--- config.mk ---
export PLATFORM = sky130hd
export DESIGN_NAME = popcount
export DESIGN_NICKNAME = d
export VERILOG_FILES = /design/src/rtl/popcount.sv
export SDC_FILE = /design/constraint.sdc
export NUM_CORES = 1
export LEC_CHECK = 0
export ABC_CLOCK_PERIOD_IN_PS = 5100
export CAP_MARGIN = 25
export CORE_AREA = 2 2 39 41
export DETAILED_ROUTE_END_ITERATION = 6
export DIE_AREA = 0 0 41 43
export DONT_BUFFER_PORTS = 1
export MAX_ROUTING_LAYER = met4
export SLEW_MARGIN = 20
export SYNTH_ARGS = -nofsm -noshare
export SYNTH_HDL_FRONTEND = slang
export SYNTH_SLANG_ARGS = --single-unit
--- constraint.sdc ---
create_clock -name vclk -period 5.1
set_input_delay 0.51 -clock vclk [all_inputs]
set_output_delay 0.51 -clock vclk [all_outputs]
set_load 0.005 [all_outputs]
--- src/rtl/popcount.sv ---
// Combinational population count built as a recursive adder tree.
// Ports: data (WIDTH bits) in, count ($clog2(WIDTH+1) bits) out.
module popcount #(
    parameter int WIDTH = 8
) (
    input  logic [WIDTH-1:0]             data,
    output logic [$clog2(WIDTH+1)-1:0]   count
);

    localparam int CW = $clog2(WIDTH + 1);

    generate
        if (WIDTH == 1) begin : g_leaf
            assign count = data;
        end else begin : g_split
            localparam int LW  = WIDTH / 2;
            localparam int HW  = WIDTH - LW;
            localparam int LCW = $clog2(LW + 1);
            localparam int HCW = $clog2(HW + 1);

            logic [LCW-1:0] lo_cnt;
            logic [HCW-1:0] hi_cnt;

            popcount #(.WIDTH(LW)) u_lo (
                .data  (data[LW-1:0]),
                .count (lo_cnt)
            );

            popcount #(.WIDTH(HW)) u_hi (
                .data  (data[WIDTH-1:LW]),
                .count (hi_cnt)
            );

            assign count = CW'(lo_cnt) + CW'(hi_cnt);
        end
    endgenerate

endmodule

# Word-level counts from Yosys, hierarchy flattened
# Index checks and enable logic that the tools add are counted.
[totals] inputBits=8 regBits=0
[classes] addsub=7
[ops] cell="adder 1 x 1 -> 2 bit" count=4
[ops] cell="adder 2 x 2 -> 3 bit" count=2
[ops] cell="adder 3 x 3 -> 4 bit" count=1

# Depth between registers and ports, before layout
[depth] word_depth=3 ltp_mapped=9 mapped_depth_nobuf=9

# By module
# From an unflattened synthesis, not the netlist that was laid out.
[unflattened] cells_unflattened=38 hier_area_um2=307.8
[modules_own_cells] mod="popcount (g_split.u_hi ...)" cells_per_inst=7 area_each_um2=51.3 instances=2 seq_area_each_um2=0.0
[modules_own_cells] mod="popcount" cells_per_inst=12 area_each_um2=95.1 instances=1 seq_area_each_um2=0.0
[modules_own_cells] mod="popcount (g_split.u_hi.g_split.u_hi.g_split.u_hi ...)" cells_per_inst=1 area_each_um2=7.5 instances=8 seq_area_each_um2=0.0
[modules_own_cells] mod="popcount (g_split.u_hi.g_split.u_hi ...)" cells_per_inst=1 area_each_um2=12.5 instances=4 seq_area_each_um2=0.0

# Least setup slack after synthesis
# OpenSTA, ideal clock, no wires.
[synth_timing] kind="input port to output port" start="input port data[0]" end="output port count[2]" path_slack_ps=1860 path_stages=9 required_ps=4590 n_path_buf=0 arrival_ps=2730 path_cell_list="inv_1 > fa_1 > fa_1 > fa_1 > inv_1 > ha_1 > inv_1 > fa_1 > xnor2_1"
[synth_via] elab_chain_cells=3
[synth_rtl] element="start, declared" line_no="6" rtl="input logic [WIDTH-1:0] data,"
[synth_rtl] element="adder 1 x 1 -> 2 bit" line_no="34" rtl="assign count = CW'(lo_cnt) + CW'(hi_cnt);"
[synth_rtl] element="adder 2 x 2 -> 3 bit" line_no="34"
[synth_rtl] element="adder 3 x 3 -> 4 bit" line_no="34"
[synth_rtl] element="end, declared" line_no="7" rtl="output logic [$clog2(WIDTH+1)-1:0] count"
# No other way between the ends.

# Worst setup path after layout
# Ends and elaborated chain as after synthesis.

==> metrics list <==
- Cell Pwr Density: 170 nW/um^2
* Remaining design rule violation count: 0
- Violation count after the first detailed-routing iteration: 0
- Crit path kind: input port to output pin
- Area of the placeable core: 1380 um^2
* Fraction of post-synthesis cell area in the top cell type by area: 42.1%
* Largest family of logic cells by synthesized area: adder cells
* Worst slack after detailed placement: 1750 ps
* Clock buffer cells: 0
- Of the available clock period, the critical path in the final layout requires 65.2%.
* HPWL after DPL: 263 um
- Setup ws final: 1770 ps
* Count of warnings emitted by yosys: 0
- After detailed routing, the average wire length per cell comes to 6.58 um.
- Effective utilization at floorplan: 13.7%
- The die is 43 um tall.
- Compound-cell area share of the yosys netlist: 2.63%
- After Yosys synthesis, full adders, half adders and majority gates account for 61.8% of the synthesized area.
- Net count after synthesis: 39
* First-pass GRT wire length: 414 um
- There are 0 flip-flops and latches.
- Worst VDD drop: 31.7 uV
- Setup-failing EPs final: 0
- Maximum number of pins on one net before global-route repair: 3
- After synthesis, the share of cell area in mux cells is 0%.
- Netlist Area Pre-Place: 190 um^2
* Final Hold Viols: 0
- By area the synthesized netlist is led by fa_1 (42%), inv_1 (28%), ha_1 (20%), xnor2_1 (4.6%), nor2b_1 (3.3%).
* Io pins: 12
- Post-CTS setup buffer count: 0
- Setup repair after global routing left no endpoint under its margin.
- The sequential cells in the finished layout cover a total of 0 um^2.
* Post-layout net count: 41
- Xor/xnor share of the synthesized area: 4.61%
* Die outline area: 1760 um^2
- Once the clock tree was built, the resizer swapped 0 gates to a different size.
* Worst hold-check slack: 1140 ps
- Post-detailed-route count of antenna-violating nets: 0
- The routed layout has 126 vias.
- In the final timing run, aggregate negative setup slack is 0 ps.
- Required @ worst endpoint: 4590 ps
* Endpoint arrival time on the critical path: 2820 ps
- Using the TritonRoute via totals, the vias-per-cell ratio works out to 3.15.
- Critical Path End Type: output pin
- The total overflow left after global routing is 0.
* Clock period minus worst slack: 3330 ps
- Post-Route Utilization: 15.2%
* Global placement routability congestion: 0.470
- The area growth from synthesis to layout is 10.5%.
* Count of mapped cells out of synthesis: 24
- The floorplan has 14 rows.
* Fraction of the yosys area taken by sequential cells: 0%
- In this run the worst setup path begins at data[0].
- STA classifies the critical path startpoint as an input port.
* GRT Resource Usage Total: 3.29%
- Hold-critical path endpoint: count[0]
* Overall Power: 35.8 uW
- Cell variety after synth: 6
- Detailed-router iteration count before antenna repair: 1
- The filler cells instantiated in the layout total 161.
- In this run the mean area of a mapped cell was 7.92 um^2.
- The number of global-route vias before repair came to 122.
* Max transition margin: 86.7%
- Max-cap violation count: 0
* Fraction of layout cells with a size suffix above 1: 0%
- Of all cell types, the one taking the most synthesized area is fa_1.
- Result of the run: finished clean
* Horizontal die dimension: 41 um
- Hold Crit Depth: 1
- Summing the areas of all and, or, nand and nor instances in the mapped netlist gives 3.29% of the synthesized area.
* CP max FO: 2
* Highest achievable clock rate: 301 MHz
- Hold Crit Class: input port to output pin
- Leakage power of the design: 0.129 nW
- Ant. Diodes: 0
- Final-report max-slew violation count: 0
- DRT Wirelength: 263 um
* Critical hold path startpoint: data[2]
- After clock tree synthesis, the flow added hold-fix buffers numbering 0.
- Buffers placed on the I/O ports in this run total 0.
- Worst-margin pin slew: 198 ps
* Initial antenna violation count: 0
## synth_stat cells
| cell | number |
|---|---|
| inv_1 | 14 |
| fa_1 | 4 |
| ha_1 | 3 |
| a21oi_1 | 1 |
| nor2b_1 | 1 |
| xnor2_1 | 1 |
## critical path, stage by stage
cell     delay [ps]
inv_1            30
fa_1            550
fa_1            430
fa_1            440
inv_1            60
ha_1            150
inv_1            50
fa_1            370
xnor2_1         220
## cell usage in the layout, fill, tap and decap left out, drive strengths merged
master	instances
inv	14
fa	4
ha	3
xnor2	1
a21oi	1
nor2b	1
## logic make-up after synthesis
logic type / after synthesis
buffers and inverters: 14
adder cells (fa/ha/maj): 7
AO/OA/AOI/OAI: 1
XOR/XNOR: 1
AND/OR/NAND/NOR: 1
## metal layers
metal | global-route usage [%] | routed length (um) | vias up
met1 | 3.51 | 110 | 57
met2 | 6.56 | 133 | 7
met5 | - | 0 | -
met4 | 0 | 0 | 0
met3 | 0 | 19 | 0
li1 | - | - | 62
## metrics by stage
step | std cells | area [um^2]
CTS | 40 | 210
detailed placement | 40 | 210
global placement | 40 | 210
floorplan | 24 | 190
global route | 40 | 210
finish | 40 | 210
## worst max-delay path by stage
stage                     slack (ps)  endpoint
after detailed placement        1750  count[2]
final                           1770  count[2]
after floorplan                 1860  count[2]
after global placement          1750  count[2]
after global routing            1630  count[2]
after CTS                       1740  count[2]
## cell type report
class | count | area, um^2 | share of cell area [%]
inverters | 14 | 52.6 | 25.0
multi-input cells | 10 | 138 | 65.5
well taps | 16 | 20.0 | 9.52
## power by group
part / internal, mW / switching (mW)
sequential: 0 / 0
combinational: 0.0155 / 0.0203
clock: 0 / 0
total: 0.0155 / 0.0203
Power figures use the tool's default switching activity.
